`config.mk`:
```
export PLATFORM = sky130hd
export DESIGN_NAME = result_display
export DESIGN_NICKNAME = d
export VERILOG_FILES = /design/src/rtl/result_display.sv
export SDC_FILE = /design/constraint.sdc
export NUM_CORES = 1
export LEC_CHECK = 0
export BUFFER_PORTS_ARGS = -buffer_cell sky130_fd_sc_hd__buf_2
export CAP_MARGIN = 10
export CORE_AREA = 2 2 185 96
export DETAILED_ROUTE_END_ITERATION = 6
export DIE_AREA = 0 0 187 98
export PLACE_DENSITY = 0.47
export SKIP_LAST_GASP = 1
export SYNTH_ARGS = -nofsm -noshare
export SYNTH_HDL_FRONTEND = slang
export SYNTH_SLANG_ARGS = --single-unit
```
`constraint.sdc`:
```
create_clock -name clk -period 3.3 [get_ports clk]
set_input_delay 0.66 -clock clk [delete_from_list [all_inputs] [get_ports clk]]
set_output_delay 0.66 -clock clk [all_outputs]
set_load 0.1 [all_outputs]
```
`src/rtl/result_display.sv`:
```
// -----------------------------------------------------------------------------
// result_display
//   Shows the processor's 14-bit result register on a 5-digit, time-multiplexed,
//   active-low 7-segment display. A sequential double-dabble engine (one shift
//   per clock, W shifts) converts each new value to BCD. The converted digits
//   are latched into a display register only after the conversion completes,
//   so the scanned digits never show partial BCD. Leading zeros are blanked.
//
//   Optional feature (macro RESULT_DISPLAY_HEX_EN): adds the hex_sel input.
//   When hex_sel is high the lower four digits show the last captured value
//   in hexadecimal and the top digit is blanked.
//
// Ports
//   clk        system clock, rising edge
//   rst        asynchronous, active-high reset
//   resultado  unsigned value to display, sampled every cycle (no strobe)
//   hex_sel    (RESULT_DISPLAY_HEX_EN only) 1 = hex view, 0 = decimal view
//   busy       high while a conversion is in progress
//   seg        active-low segments {g,f,e,d,c,b,a}
//   an         active-low one-hot digit enables, an[0] = units digit
//   dp         decimal point, active-low, held off
//
// Parameters
//   W            width of resultado; the digit layout assumes 14 (max 16383)
//   REFRESH_DIV  clk cycles each digit stays lit; minimum 2
// -----------------------------------------------------------------------------
module result_display #(
    parameter int W           = 14,
    parameter int REFRESH_DIV = 50000
) (
    input  logic         clk,
    input  logic         rst,
    input  logic [W-1:0] resultado,
`ifdef RESULT_DISPLAY_HEX_EN
    input  logic         hex_sel,
`endif
    output logic         busy,
    output logic [6:0]   seg,
    output logic [4:0]   an,
    output logic         dp
);

    localparam int ND = 5;
    localparam int CW = (W > 1) ? $clog2(W) : 1;
    localparam int PW = $clog2(REFRESH_DIV);

    typedef enum logic [1:0] {IDLE, SHIFT, LOAD} state_t;

    state_t                 state;
    logic [W-1:0]           last_val;
    logic [W-1:0]           bin;
    logic [4*ND-1:0]        bcd;
    logic [4*ND-1:0]        bcd_adj;
    logic [CW-1:0]          cnt;
    logic [ND-1:0][3:0]     disp;

    logic [PW-1:0]          presc;
    logic [2:0]             idx;

    // ------------------------------------------------------------------
    // Double-dabble: every nibble >= 5 gets +3 before the shift so that
    // the left shift carries correctly into the next decimal digit.
    // ------------------------------------------------------------------
    always_comb begin
        bcd_adj = bcd;
        for (int i = 0; i < ND; i++) begin
            if (bcd[4*i +: 4] >= 4'd5)
                bcd_adj[4*i +: 4] = bcd[4*i +: 4] + 4'd3;
        end
    end

    // ------------------------------------------------------------------
    // Conversion FSM. last_val only follows resultado at capture time, so
    // values that come and go while busy are skipped and the latest value
    // is picked up on the first IDLE cycle after the conversion.
    // ------------------------------------------------------------------
    always_ff @(posedge clk or posedge rst) begin
        if (rst) begin
            state    <= IDLE;
            last_val <= '0;
            bin      <= '0;
            bcd      <= '0;
            cnt      <= '0;
            disp     <= '0;
            busy     <= 1'b0;
        end else begin
            case (state)
                IDLE: begin
                    if (resultado != last_val) begin
                        bin      <= resultado;
                        last_val <= resultado;
                        bcd      <= '0;
                        cnt      <= '0;
                        busy     <= 1'b1;
                        state    <= SHIFT;
                    end
                end
                SHIFT: begin
                    bcd <= {bcd_adj[4*ND-2:0], bin[W-1]};
                    bin <= {bin[W-2:0], 1'b0};
                    cnt <= cnt + 1'b1;
                    if (cnt == CW'(W-1))
                        state <= LOAD;
                end
                LOAD: begin
                    disp  <= bcd;
                    busy  <= 1'b0;
                    state <= IDLE;
                end
                default: begin
                    busy  <= 1'b0;
                    state <= IDLE;
                end
            endcase
        end
    end

    // ------------------------------------------------------------------
    // Scan prescaler and digit index, free-running regardless of the FSM.
    // ------------------------------------------------------------------
`ifdef RESULT_DISPLAY_HEX_EN
    logic hex_mode;   // hex_sel sampled at slot boundaries only
`endif

    always_ff @(posedge clk or posedge rst) begin
        if (rst) begin
            presc <= '0;
            idx   <= '0;
`ifdef RESULT_DISPLAY_HEX_EN
            hex_mode <= 1'b0;
`endif
        end else if (presc == PW'(REFRESH_DIV - 1)) begin
            presc <= '0;
            idx   <= (idx == 3'd4) ? 3'd0 : idx + 3'd1;
`ifdef RESULT_DISPLAY_HEX_EN
            hex_mode <= hex_sel;
`endif
        end else begin
            presc <= presc + 1'b1;
        end
    end

    // ------------------------------------------------------------------
    // Segment decode (active low, {g,f,e,d,c,b,a}).
    // ------------------------------------------------------------------
    function automatic logic [6:0] seg_decode(input logic [3:0] d);
        case (d)
            4'h0:    seg_decode = 7'b1000000;
            4'h1:    seg_decode = 7'b1111001;
            4'h2:    seg_decode = 7'b0100100;
            4'h3:    seg_decode = 7'b0110000;
            4'h4:    seg_decode = 7'b0011001;
            4'h5:    seg_decode = 7'b0010010;
            4'h6:    seg_decode = 7'b0000010;
            4'h7:    seg_decode = 7'b1111000;
            4'h8:    seg_decode = 7'b0000000;
            4'h9:    seg_decode = 7'b0010000;
`ifdef RESULT_DISPLAY_HEX_EN
            4'hA:    seg_decode = 7'b0001000;
            4'hB:    seg_decode = 7'b0000011;
            4'hC:    seg_decode = 7'b1000110;
            4'hD:    seg_decode = 7'b0100001;
            4'hE:    seg_decode = 7'b0000110;
            4'hF:    seg_decode = 7'b0001110;
`endif
            default: seg_decode = 7'b1111111;
        endcase
    endfunction

    logic [ND-1:0][3:0] shown;
    logic [ND-1:0]      blank;

    // Outputs depend only on registered disp/last_val and idx, never on the
    // in-flight BCD registers.
    always_comb begin
`ifdef RESULT_DISPLAY_HEX_EN
        if (hex_mode)
            shown = {4'h0, 2'b00, last_val[13:12], last_val[11:8],
                     last_val[7:4], last_val[3:0]};
        else
            shown = disp;
`else
        shown = disp;
`endif
        // A digit is blank when it and every digit above it are zero; the
        // units digit always shows. In hex view shown[4] is 0, so it blanks.
        blank        = '0;
        blank[ND-1]  = (shown[ND-1] == 4'h0);
        for (int k = ND - 2; k >= 1; k--)
            blank[k] = blank[k+1] && (shown[k] == 4'h0);
        blank[0]     = 1'b0;

        seg = blank[idx] ? 7'b1111111 : seg_decode(shown[idx]);
        an  = ~(5'b00001 << idx);
    end

    assign dp = 1'b1;

endmodule

```
=== Word-level counts from Yosys, hierarchy flattened ===
Memory sizes are Yosys's and may differ from the RTL's.
Index checks and enable logic that the tools add are counted.

* Shift operators: 1
* Divide/modulo/power cells: 0
* Reductions and logical operators: 13
* Equality and inequality tests: 8
* $add $sub $neg: 8
* Order comparisons: 6
* $mul: 0
* Multiplexer cells: 23
* Bitwise operators: 2

{| class="wikitable"
|+ Operators with widths
! kind !! number
|-
| 20-bit one-hot mux with 2 select lines || 1
|-
| 14-bit one-hot mux with 2 select lines || 1
|-
| 4-bit two-way mux || 6
|-
| 4-bit by 3-bit >= comparator with 1-bit output (second input constant) || 5
|-
| 20-bit two-way mux || 1
|-
| 16-bit by 1-bit adder with 16-bit output (second input constant) || 1
|-
| 4-bit by 2-bit adder with 4-bit output (second input constant) || 4
|-
| 16-bit equality test (second input constant) || 1
|-
| 4-bit zero test || 4
|-
| 16-bit two-way mux || 1
|-
| 14-bit two-way mux || 1
|-
| 14-bit != test || 1
|-
| 4-bit binary-select mux with 3-bit select || 1
|-
| 4-bit one-hot mux with 2 select lines || 1
|-
| 2-bit AND reduction || 4
|-
| 7-bit two-way mux || 1
|-
| 3-bit two-way mux || 2
|-
| 5-bit inverter || 1
|-
| 1-bit by 3-bit left shift with 5-bit output (first input constant) || 1
|-
| 4-bit by 1-bit adder with 4-bit output (second input constant) || 1
|-
| 4-bit equality test (second input constant) || 1
|-
| 3-bit by 4-bit < comparator with 1-bit output (second input constant) || 1
|-
| 2-bit two-way mux || 2
|-
| 2-bit != test (second input constant) || 2
|-
| 13 further kinds || 16
|}

* Latch bits: 0
* RAM bits: 0
* Input bits: 16
* Memories: 1
* Memory bits (read-only): 112
* Bits in registers: 94
* Logic and storage cells: 75

{| class="wikitable"
|+ Memories
! memory !! words !! bits a word !! read ports !! clocked after Yosys merged registers in !! wr ports !! line !! text
|-
| (no name shown) || 16 || 7 || 1 || 0 || 0 || 147 || <nowiki>case (d)</nowiki>
|}

=== Logic depth before layout (Yosys ltp) ===
Gate-level depths: netlist (run 1).

* Depth in word-level cells: 7
* Mapped depth: 9

=== Worst setup path before layout (run 1) ===
OpenSTA, ideal clock, no wires.

* Path type: register -> output
* Start: register idx[0]
* End: output seg[3]
* Path slack: -1.310 ns
* Arrival: 3.950 ns
* Cell stages (with the launch flop): 7
* Data required time: 2.640 ns
* Cell sequence: dfrtp_1 -> mux4_2 -> a22oi_1 -> ha_1 -> inv_1 -> nor2_1 -> o311ai_1

* Longest elaborated chain between the ends: 4

{| class="wikitable"
|+ RTL lines
! element !! line !! text
|-
| from (decl) || 58 || <nowiki>logic [2:0] idx;</nowiki>
|-
| from (signal assigned) || 134 || <nowiki>idx <= (idx == 3'd4) ? 3'd0 : idx + 3'd1;</nowiki>
|-
| 4-bit binary-select mux with 3-bit select || 193 || <nowiki>seg = blank[idx] ? 7'b1111111 : seg_decode(shown[idx]);</nowiki>
|-
| 4-bit two-way mux (not written as such) || 193 ||
|-
| memory 16 x 7 bit || n/a ||
|-
| 7-bit two-way mux (*) || 193 ||
|-
| to (decl) || 38 || <nowiki>output logic [6:0] seg,</nowiki>
|}

Mark *: on every way between the ends. The rest lies on a longest branch, timed or not. The select of a mux whose other input is x is not followed.

=== Worst setup path in the final report (run 1) ===
* Start: register idx[1]
* End: output seg[3]

The elaborated chain is that of the path after synthesis.

==> results.json, run 1 <==
{
  "fmax_ghz": 0.317,
  "drive_above_1_share_pct": 19.1,
  "total_power_mw": 5.58,
  "dp.final_hpwl_um": 7370,
  "multi_input_area_mm2": 0.00241,
  "io_pins": 30,
  "syn_nets": 506,
  "worstHoldStart": "presc[0]$_DFF_PP0_",
  "dp_worst_setup_slack_ns": 0.489,
  "insertedDiodeCount": 0,
  "regArea_mm2": 0.00236,
  "synthCells": 467,
  "die_h_um": 98,
  "post_drt_wl_per_cell_um": 14.3,
  "hp-class": "register to register",
  "finalCritPeriodShare_pct": 95.5,
  "vias": 3433,
  "slew_viol_final": 0,
  "h-tree-depth": 3,
  "die_w_um": 187,
  "ir_drop_v": 0.000682,
  "place_inst": 716,
  "drv_cap": 0,
  "grt_pass1_wl_um": 18000,
  "grt_pass1_vias": 3357,
  "fp.dieArea_mm2": 0.0183,
  "placed_cell_area_mm2": 0.00539,
  "slowest_stage": "dfrtp_4",
  "fin_crit_ns": 3.15,
  "crit_path_start_kind": "register",
  "critPathTopFamily": "compound AO/OA/AOI/OAI gates",
  "port_buffers": 28,
  "cts_tree": "built",
  "worst_pin_slew_ns": 1.01,
  "drtIter0Drc": 173,
  "setup_viol": 0,
  "synth_top_cell_area_share_pct": 47.7,
  "criticalPathCategory": "register to output port",
  "grt_max_degree": 80,
  "layout.cells.non_filler": 732,
  "gr-total-overflow": 0,
  "viasPerCell": 4.69,
  "yosysWarnings": 0,
  "status": "finished clean",
  "antenna_left": 0,
  "area.growth.synth_to_final_pct": 15.5,
  "r2r_setup_slack_ns": 1.12,
  "synth_edf_count": 0,
  "cts_setup_buffers": 0,
  "drc": 0,
  "cts.hold.buffers_added": 0,
  "worst_hold_slack_ns": 0.458,
  "critPathRequiredTime_ns": 2.64,
  "critPathCaptureType": "output port",
  "rows": 34,
  "synthTopCellsByArea": "dfrtp_1, ha_1, mux2_2",
  "cts_made_buffers": 9,
  "totalWireLength_um": 10400,
  "fin_area_mm2": 0.00570,
  "cts_sinks": 94,
  "power_per_cell_area_mw_per_mm2": 979,
  "fp.coreArea_mm2": 0.0169,
  "root_buffer": "clkbuf_16",
  "crit_chain": "mux4_2 > a22oi_2 > ha_1 > inv_1 > nor2_1 > o311ai_4 > buf_12",
  "cts_buffer_depth": 2,
  "finalSetupTns_ns": 0,
  "maxSlewHeadroom_pct": 32.7,
  "yosysSeqAreaShare_pct": 47.7,
  "syn_area_per_cell_um2": 10.6,
  "synthArstFlopShare_pct": 100,
  "power_leakage_nw": 2.45,
  "grtUsageTotal_pct": 12.3,
  "initial_utilization_pct": 29.2,
  "cpPeakStageDelay_ns": 0.58,
  "skew_ns": 0.00621,
  "synth-seq-cells": 94,
  "worstPathMaxFanout": 15,
  "worst_slack_ns": 0.148,
  "rsz0062_at_grt": "no",
  "fin_util_pct": 33.7,
  "synth_flop_cell": "dfrtp_1",
  "reg2reg_depth": 3,
  "first_pass_iters": 4,
  "post-synth-top-count-cell": "dfrtp_1",
  "clkLatencyLatePin_ns": 0.34,
  "min_to": "presc[0]$_DFF_PP0_",
  "arrival_ns": 2.49,
  "n_fill_cell": 1705,
  "critPathLaunch": "idx[1]$_DFFE_PP0N_",
  "antenna_found_initial": 0,
  "hold_viol_final": 0,
  "nNetsFinal": 532,
  "cp_num_buf_inv": 2,
  "clkSlewWorstSetupHoldPaths_ns": 0.07,
  "hold_depth": 1,
  "rr_endpoint": "idx[0]$_DFFE_PP0N_",
  "synth_cell_type_count": 51,
  "gp_congestion": 0.797,
  "r2r_start": "presc[7]$_DFF_PP0_",
  "mappedNetlistArea_mm2": 0.00493,
  "synth_common_cells": "dfrtp_1, nand2_1, xnor2_1",
  "synth.largest_area_cell": "dfrtp_1"
}
worst register-to-register path, stage by stage (launching register included):
cell and delay (ns):
dfrtp_1 0.42, or4b_2 0.72, nor3_4 0.53, mux2_2 0.40
cell type report:
cell class	instances	share of cell area, %
tap	234	5.14
inverter	26	1.76
multi-input combinational	325	42.3
clock inverter	5	1.05
timing repair buffer	37	4.31
clock buffer	11	4.09
sequential	94	41.4
routing by layer:
metal	vias up	track usage [%]	part of all wire, %
met4	0	3.30	1.1
met2	54	15.6	38
li1	1702	-	-
met3	10	3.06	4.2
met1	1667	19.8	57
met5	-	0	0
what timing repair did:
action                                  4_1_cts  5_1_grt
endpoints found under the setup margin        0        7
endpoints found under the hold margin         0        0
gates resized for setup                       0        6
layout by cell type (no fill, tap or decap), drive strengths merged, types with 3 or more instances in the layout:
master   n
xnor2   30
buf     33
xor2     7
o211ai   5
ha      23
mux2i    9
inv     26
o21ai   26
clkinv   3
nor3     6
a31oi    5
a21oi   16
nand3    7
nor4     5
dfrtp   94
nand2   49
nor2    24
nand4    7
nor4b    5
o32ai    3
o22ai   14
nand2b   5
and3    13
mux2    29
a21o     3
a221o   13
clkbuf  15
state kept, by name, summed over array words and instances, names as in the netlist:
name      count
last_val     14
state         2
cnt           4
bcd          20
presc        16
idx           3
disp         20
busy          1
bin          14
how the worst max path moves through the flow:
stage	endpoint	slack, ns	cells after the start
floorplan	seg[2]	-0.24	5
global placement	seg[3]	0.53	7
detailed placement	seg[4]	0.49	9
CTS	seg[3]	0.10	7
global route	seg[3]	0.03	7
finish	seg[3]	0.15	7
power by group:
group          switching [mW]  internal [mW]
clock network           0.448          0.590
logic                    1.59           1.00
registers               0.369           1.58
kinds of logic (layout without fill, tap and decap cells):
kind of cell | after synthesis | in the layout | synth area share [%]
other | 1 | 1 | 0.0760
AO/OA/AOI/OAI | 93 | 93 | 12.5
AND/OR/NAND/NOR | 132 | 132 | 13.8
XOR/XNOR | 37 | 37 | 6.57
buffers and inverters | 48 | 79 | 4.57
flip-flops | 94 | 94 | 47.7
multiplexers | 39 | 39 | 8.90
adder cells (fa/ha/maj) | 23 | 23 | 5.83
Power figures use the tool's default switching activity.
==> run 2, diff against run 1 <==
--- a/config.mk
+++ b/config.mk
@@ -5,12 +5,13 @@
 export SDC_FILE = /design/constraint.sdc
 export NUM_CORES = 1
 export LEC_CHECK = 0
+export ABC_AREA = 1
 export BUFFER_PORTS_ARGS = -buffer_cell sky130_fd_sc_hd__buf_2
 export CAP_MARGIN = 10
-export CORE_AREA = 2 2 185 96
+export CORE_AREA = 2 2 191 99
 export DETAILED_ROUTE_END_ITERATION = 6
-export DIE_AREA = 0 0 187 98
-export PLACE_DENSITY = 0.47
+export DIE_AREA = 0 0 193 101
+export PLACE_DENSITY = 0.53
 export SKIP_LAST_GASP = 1
 export SYNTH_ARGS = -nofsm -noshare
 export SYNTH_HDL_FRONTEND = slang
==> run 2 against run 1 <==
Total power down 0.98%; highest routed layer unchanged; largest power group unchanged; worst hold slack worse by 0.10 ns; sequential power about the same; worst setup slack better by 0.081 ns.
==> results.json, run 2 <==
{
  "critPathRequiredTime_ns": 2.64,
  "cp_num_buf_inv": 2,
  "gp_congestion": 0.796,
  "dp_worst_setup_slack_ns": 0.354,
  "grt_pass1_vias": 4017,
  "crit_cells": 9,
  "criticalPathCategory": "register to output port",
  "synth.largest_area_cell": "dfrtp_1",
  "grtUsageTotal_pct": 13.5,
  "total_power_mw": 5.52,
  "place_inst": 959,
  "synthTopCellsByArea": "dfrtp_1, nand2_1, o21ai_0",
  "arrival_ns": 2.41,
  "die_h_um": 101,
  "hp-class": "input port to async pin",
  "cpPeakStageDelay_ns": 0.50,
  "clock_power_share_pct": 19.3,
  "viasPerCell": 4.45,
  "fp.dieArea_mm2": 0.0195,
  "regArea_mm2": 0.00235,
  "die_w_um": 193,
  "root_buffer": "clkbuf_16",
  "synthArstFlopShare_pct": 100,
  "synth_flop_cell": "dfrtp_1",
  "area.growth.synth_to_final_pct": 12.8,
  "crit_chain": "inv_2 > nand2_1 > nand3_1 > nand2_1 > o21ai_0 > ha_1 > o211ai_1 > nand2_1 > buf_2",
  "vias": 4341,
  "hold_viol_final": 0,
  "port_buffers": 28,
  "wl_met2_um": 4150,
  "syn_area_per_cell_um2": 7.45,
  "finalCritPeriodShare_pct": 93.1,
  "cts_setup_buffers": 0,
  "gr-total-overflow": 0,
  "yosysSeqAreaShare_pct": 44.6,
  "met1_length_um": 7300,
  "comb_power_share_pct": 45.5,
  "layout_commonest_cell": "nand2_1",
  "fmax_ghz": 0.326,
  "finalSetupTns_ns": 0,
  "grt_max_degree": 56,
  "critPathTopFamily": "buffers and inverters",
  "fin_crit_ns": 3.07,
  "power_leakage_nw": 3.09,
  "synth_edf_count": 0,
  "power_per_cell_area_mw_per_mm2": 929,
  "cts_sinks": 94,
  "h-tree-depth": 3,
  "cp_common_cell": "nand2_1",
  "swShare_pct": 46.8,
  "drive_above_1_share_pct": 9.25,
  "power_switching_mw": 2.59,
  "syn_nets": 747,
  "io_pins": 30,
  "dp.final_hpwl_um": 8680,
  "first_pass_iters": 5,
  "synth_common_cells": "nand2_1, dfrtp_1, inv_1",
  "nNetsFinal": 769,
  "grt_pass1_wl_um": 20900,
  "worst_slack_ns": 0.229,
  "post-synth-top-count-cell": "nand2_1",
  "cts_tree": "built",
  "cts_made_buffers": 9,
  "pwr-share-seq_pct": 35.2,
  "post_drt_wl_per_cell_um": 12.3,
  "n_fill_cell": 1930,
  "reg.largest.list": "bcd: 20 flops, disp: 20 flops, presc: 16 flops",
  "reg2reg_depth": 10,
  "fp.coreArea_mm2": 0.0180,
  "maxSlewHeadroom_pct": 29.2,
  "clkSlewWorstSetupHoldPaths_ns": 0.07,
  "worstPathMaxFanout": 14,
  "worst_pin_slew_ns": 1.06,
  "slowest_stage": "dfrtp_2",
  "rsz0062_at_grt": "no",
  "layout_common_cells": "nand2_1, dfrtp_1, inv_1, o21ai_0, nand3_1",
  "critPathCaptureType": "output port",
  "synth_top_cell_area_share_pct": 44.6,
  "rows": 35,
  "initial_utilization_pct": 29.4,
  "setup_viol": 0,
  "yosysWarnings": 0,
  "clkLatencyLatePin_ns": 0.34,
  "totalWireLength_um": 12000,
  "cts_buffer_depth": 2,
  "crit_path_start_kind": "register",
  "layout.cells.non_filler": 975,
  "drtIter0Drc": 308,
  "skew_ns": 0.00814,
  "antenna_found_initial": 0,
  "status": "finished clean",
  "synth-seq-cells": 94,
  "slew_viol_final": 0,
  "synthCells": 708,
  "ir_drop_v": 0.000540,
  "insertedDiodeCount": 0,
  "cell_internal_pwr_mw": 2.94,
  "mappedNetlistArea_mm2": 0.00527,
  "drc": 0,
  "multi_input_area_mm2": 0.00244,
  "wl_met3_um": 471,
  "synth_cell_type_count": 33,
  "drv_cap": 0,
  "antenna_left": 0,
  "top_layer": "met4"
}
[run 2: layer usage]
metal | track usage [%] | up-vias
li1 | - | 2307
met1 | 22.2 | 1964
met2 | 17.2 | 61
met3 | 3.48 | 9
met4 | 2.45 | 0
met5 | 0 | -
[run 2: cell families (layout without fill, tap and decap cells)]
group	after synthesis	after routing	synth area share, %
AOI/OAI and AO/OA	117	117	11.6
adders and majority gates	23	23	5.46
xor gates and xnor gates	9	9	1.49
buffers and inverters	115	142	9.18
and+or+nand+nor	349	349	27.6
DFF	94	94	44.6
other	1	1	0.0711
[run 2: worst reg2reg max path, cell delays in order (launching register included)]
cell	delay (ns)
dfrtp_1	0.40
nand2_1	0.07
nand2_1	0.05
nor2_1	0.29
nand2_1	0.15
nor2_1	0.11
nand2_1	0.08
nand2_2	0.32
nand2_1	0.39
nand2_1	0.20
nand2_1	0.06
[run 2: layout make-up]
| cell class | instances | share of cell area (%) |
|---|---|---|
| Clock buffer | 10 | 3.85 |
| Clock inverter | 6 | 1.18 |
| Inverter | 89 | 5.66 |
| Multi-Input combinational cell | 499 | 41.1 |
| Sequential cell | 94 | 39.6 |
| Tap cell | 240 | 5.05 |
| Timing Repair Buffer | 37 | 3.58 |
[run 2: through the flow]
| stage | hold slack, ns | cell area, um^2 | utilization, % |
|---|---|---|---|
| 2_1_floorplan | 0.433 | 5280 | - |
| 3_3_place_gp | 0.451 | 5640 | 31.4 |
| 3_5_place_dp | 0.452 | 5640 | 31.4 |
| 4_1_cts | 0.383 | 5940 | 33.1 |
| 5_1_grt | 0.401 | 5950 | 33.1 |
| 6_report | 0.354 | 5950 | 33.1 |
[run 2: repair_timing]
item                       CTS  global route
pin swaps                    0             0
setup endpoints to repair    1             7
gates resized for setup      1             3
hold buffers                 0             0
gates cloned                 0             0
[run 2: path summary, 6_finish.rpt]
kind,start,endpoint,slack (ns)
worst max-delay path,idx[0]$_DFFE_PP0N_,seg[5],0.23
worst min-delay path,rst,last_val[10]$_DFFE_PP0P_,0.35
worst max register to register,last_val[13]$_DFFE_PP0P_,bin[7]$_DFFE_PP0P_,1.07
worst min register to register,presc[0]$_DFF_PP0_,presc[0]$_DFF_PP0_,0.45
max in group asynchronous,rst,bin[5]$_DFFE_PP0P_,2.11
min in group clk,presc[0]$_DFF_PP0_,presc[0]$_DFF_PP0_,0.45
[run 2: power groups by stage]
| stage | Combinational, mW | Sequential (mW) | Clock (mW) |
|---|---|---|---|
| 2_1_floorplan | 2.08 | 1.87 | 0 |
| 3_3_place_gp | 2.49 | 1.97 | 0 |
| 3_5_place_dp | 2.50 | 1.96 | 0 |
| 4_1_cts | 2.53 | 1.95 | 1.10 |
| 5_1_grt | 2.90 | 2.02 | 1.14 |
| 6_report | 2.51 | 1.95 | 1.06 |
==> run 3, diff against run 2 <==
--- a/config.mk
+++ b/config.mk
@@ -6,12 +6,12 @@
 export NUM_CORES = 1
 export LEC_CHECK = 0
 export ABC_AREA = 1
-export BUFFER_PORTS_ARGS = -buffer_cell sky130_fd_sc_hd__buf_2
 export CAP_MARGIN = 10
 export CORE_AREA = 2 2 191 99
 export DETAILED_ROUTE_END_ITERATION = 6
 export DIE_AREA = 0 0 193 101
-export PLACE_DENSITY = 0.53
+export DONT_BUFFER_PORTS = 1
+export PLACE_DENSITY = 0.52
 export SKIP_LAST_GASP = 1
 export SYNTH_ARGS = -nofsm -noshare
 export SYNTH_HDL_FRONTEND = slang
==> run 3 against run 2 <==
Count of clock-buffer cells in the layout stayed put; first-iteration DRC count is 19% lower; via count is 3.6% lower; worst setup slack better by 0.034 ns; sequential share of layout area is 0.087 points higher; clock skew is 0.0031 ns higher; clock power is 14% higher; core utilization is 0.091 points lower; critical path type unchanged.
==> results.json, run 3 (same netlist as run 2, synthesis figures left out) <==
{
  "status": "finished clean",
  "worst_pin_slew_ns": 1.03,
  "worst_hold_slack_ns": 0.314,
  "post_drt_wl_per_cell_um": 11.7,
  "reg.largest.list": "bcd: 20 flops, disp: 20 flops, presc: 16 flops",
  "power_leakage_nw": 3.05,
  "insertedDiodeCount": 0,
  "placed_cell_area_mm2": 0.00558,
  "initial_utilization_pct": 29.4,
  "power_per_cell_area_mw_per_mm2": 959,
  "die_h_um": 101,
  "grt_pass1_vias": 3752,
  "grt_max_degree": 68,
  "cts_setup_buffers": 0,
  "antenna_found_initial": 0,
  "place_inst": 939,
  "grt_pass1_wl_um": 19200,
  "root_buffer": "clkbuf_16",
  "grtUsageTotal_pct": 12.5,
  "fin_crit_ns": 3.04,
  "viasPerCell": 4.38,
  "cts_tree": "built",
  "crit_path_start_kind": "register",
  "clkLatencyLatePin_ns": 0.34,
  "layout_common_cells": "nand2_1, dfrtp_1, inv_1, o21ai_0, nand3_1",
  "cts.hold.buffers_added": 0,
  "cts_sinks": 94,
  "layout.cells.non_filler": 955,
  "critPathCaptureType": "output port",
  "port_buffers": 0,
  "drtIter0Drc": 251,
  "drv_cap": 0,
  "vias": 4185,
  "fp.dieArea_mm2": 0.0195,
  "cts_made_buffers": 9,
  "slew_viol_final": 0,
  "hold_viol_final": 0,
  "gp_congestion": 0.848,
  "dp.final_hpwl_um": 7860,
  "finalSetupTns_ns": 0,
  "fin_area_mm2": 0.00593,
  "fmax_ghz": 0.329,
  "ir_drop_v": 0.000498,
  "setup_viol": 0,
  "totalWireLength_um": 11100,
  "arrival_ns": 2.38,
  "clkSlewWorstSetupHoldPaths_ns": 0.07,
  "rsz0062_at_grt": "no",
  "worstPathMaxFanout": 14,
  "critPathRequiredTime_ns": 2.64,
  "layout_commonest_cell": "nand2_1",
  "total_power_mw": 5.69,
  "drc": 0,
  "io_pins": 30,
  "cts_buffer_depth": 2,
  "fp.coreArea_mm2": 0.0180,
  "maxSlewHeadroom_pct": 31.0,
  "first_pass_iters": 4,
  "area.growth.synth_to_final_pct": 12.5,
  "criticalPathCategory": "register to output port",
  "nNetsFinal": 749,
  "gr-total-overflow": 0,
  "rows": 35,
  "antenna_left": 0,
  "hp-class": "input port to async pin",
  "skew_ns": 0.0113,
  "h-tree-depth": 3,
  "drive_above_1_share_pct": 6.57,
  "finalCritPeriodShare_pct": 92.0,
  "die_w_um": 193
}
==> run 3: cell count changes in the layout (fill, tap and decap cells not counted), sizes merged <==
cell      before  now
clkinvlp       0    1
buf           36   17
inv           89   90
bufinv         1    3
clkinv         5    1
clkbuf        11   10
==> run 3: final timing paths <==
| check | startpoint | endpoint | slack [ns] | cells past startpoint |
|---|---|---|---|---|
| setup / recovery | idx[0]$_DFFE_PP0N_ | seg[6] | 0.26 | 9 |
| hold / removal | rst | presc[15]$_DFF_PP0_ | 0.31 | 1 |
| setup reg to reg | idx[1]$_DFFE_PP0N_ | idx[0]$_DFFE_PP0N_ | 1.06 | 6 |
| hold reg to reg | presc[0]$_DFF_PP0_ | presc[0]$_DFF_PP0_ | 0.47 | 1 |
| max in group asynchronous | rst | bcd[9]$_DFFE_PP0P_ | 2.30 | 2 |
| min in group clk | presc[0]$_DFF_PP0_ | presc[0]$_DFF_PP0_ | 0.47 | 1 |
==> run 3: per-layer routing <==
layer	GRT usage, %	up-vias	routed length [um]	part of all wire (%)
met3	3.52	8	395	3.5
met2	15.9	53	3970	36
met1	20.1	1861	6700	60
li1	-	2263	-	-
met4	2.80	0	86	0.77
met5	0	-	0	0
==> run 3: worst max-delay path, stage by stage (launching register included) <==
cell and delay, ns:
dfrtp_1 0.52, inv_2 0.18, o21ai_0 0.20, nand2_1 0.08, o21ai_2 0.22, inv_1 0.10
ha_1 0.20, o21ai_0 0.21, o21ai_2 0.08, buf_4 0.23
==> run 3: final cells by class <==
type | instances | area, um^2
Fill cell | 1929 | 12000
Sequential cell | 94 | 2350
Timing Repair Buffer | 17 | 153
Inverter | 89 | 337
Clock inverter | 6 | 115
Tap cell | 240 | 300
Multi-Input combinational cell | 499 | 2440
Clock buffer | 10 | 229
==> run 3: through the flow <==
stage	worst slack, ns	util, %
CTS	0.153	33.0
finish	0.263	33.0
global placement	0.554	31.1
floorplan	0.191	-
detailed placement	0.551	31.1
global route	0.0402	33.0
==> run 3: what timing repair did <==
| action | CTS | global route |
|---|---|---|
| gates resized for setup | 0 | 1 |
| endpoints found under the setup margin | 0 | 4 |
| hold endpoints to repair | 0 | 0 |
==> run 3: power by group <==
| group | internal (mW) | switching [mW] | leakage (nW) | total, mW |
|---|---|---|---|---|
| Combinational | 0.803 | 1.73 | 1.71 | 2.53 |
| Sequential | 1.59 | 0.361 | 1.18 | 1.95 |
| Clock | 0.747 | 0.464 | 0.164 | 1.21 |
| Total | 3.14 | 2.55 | 3.05 | 5.69 |
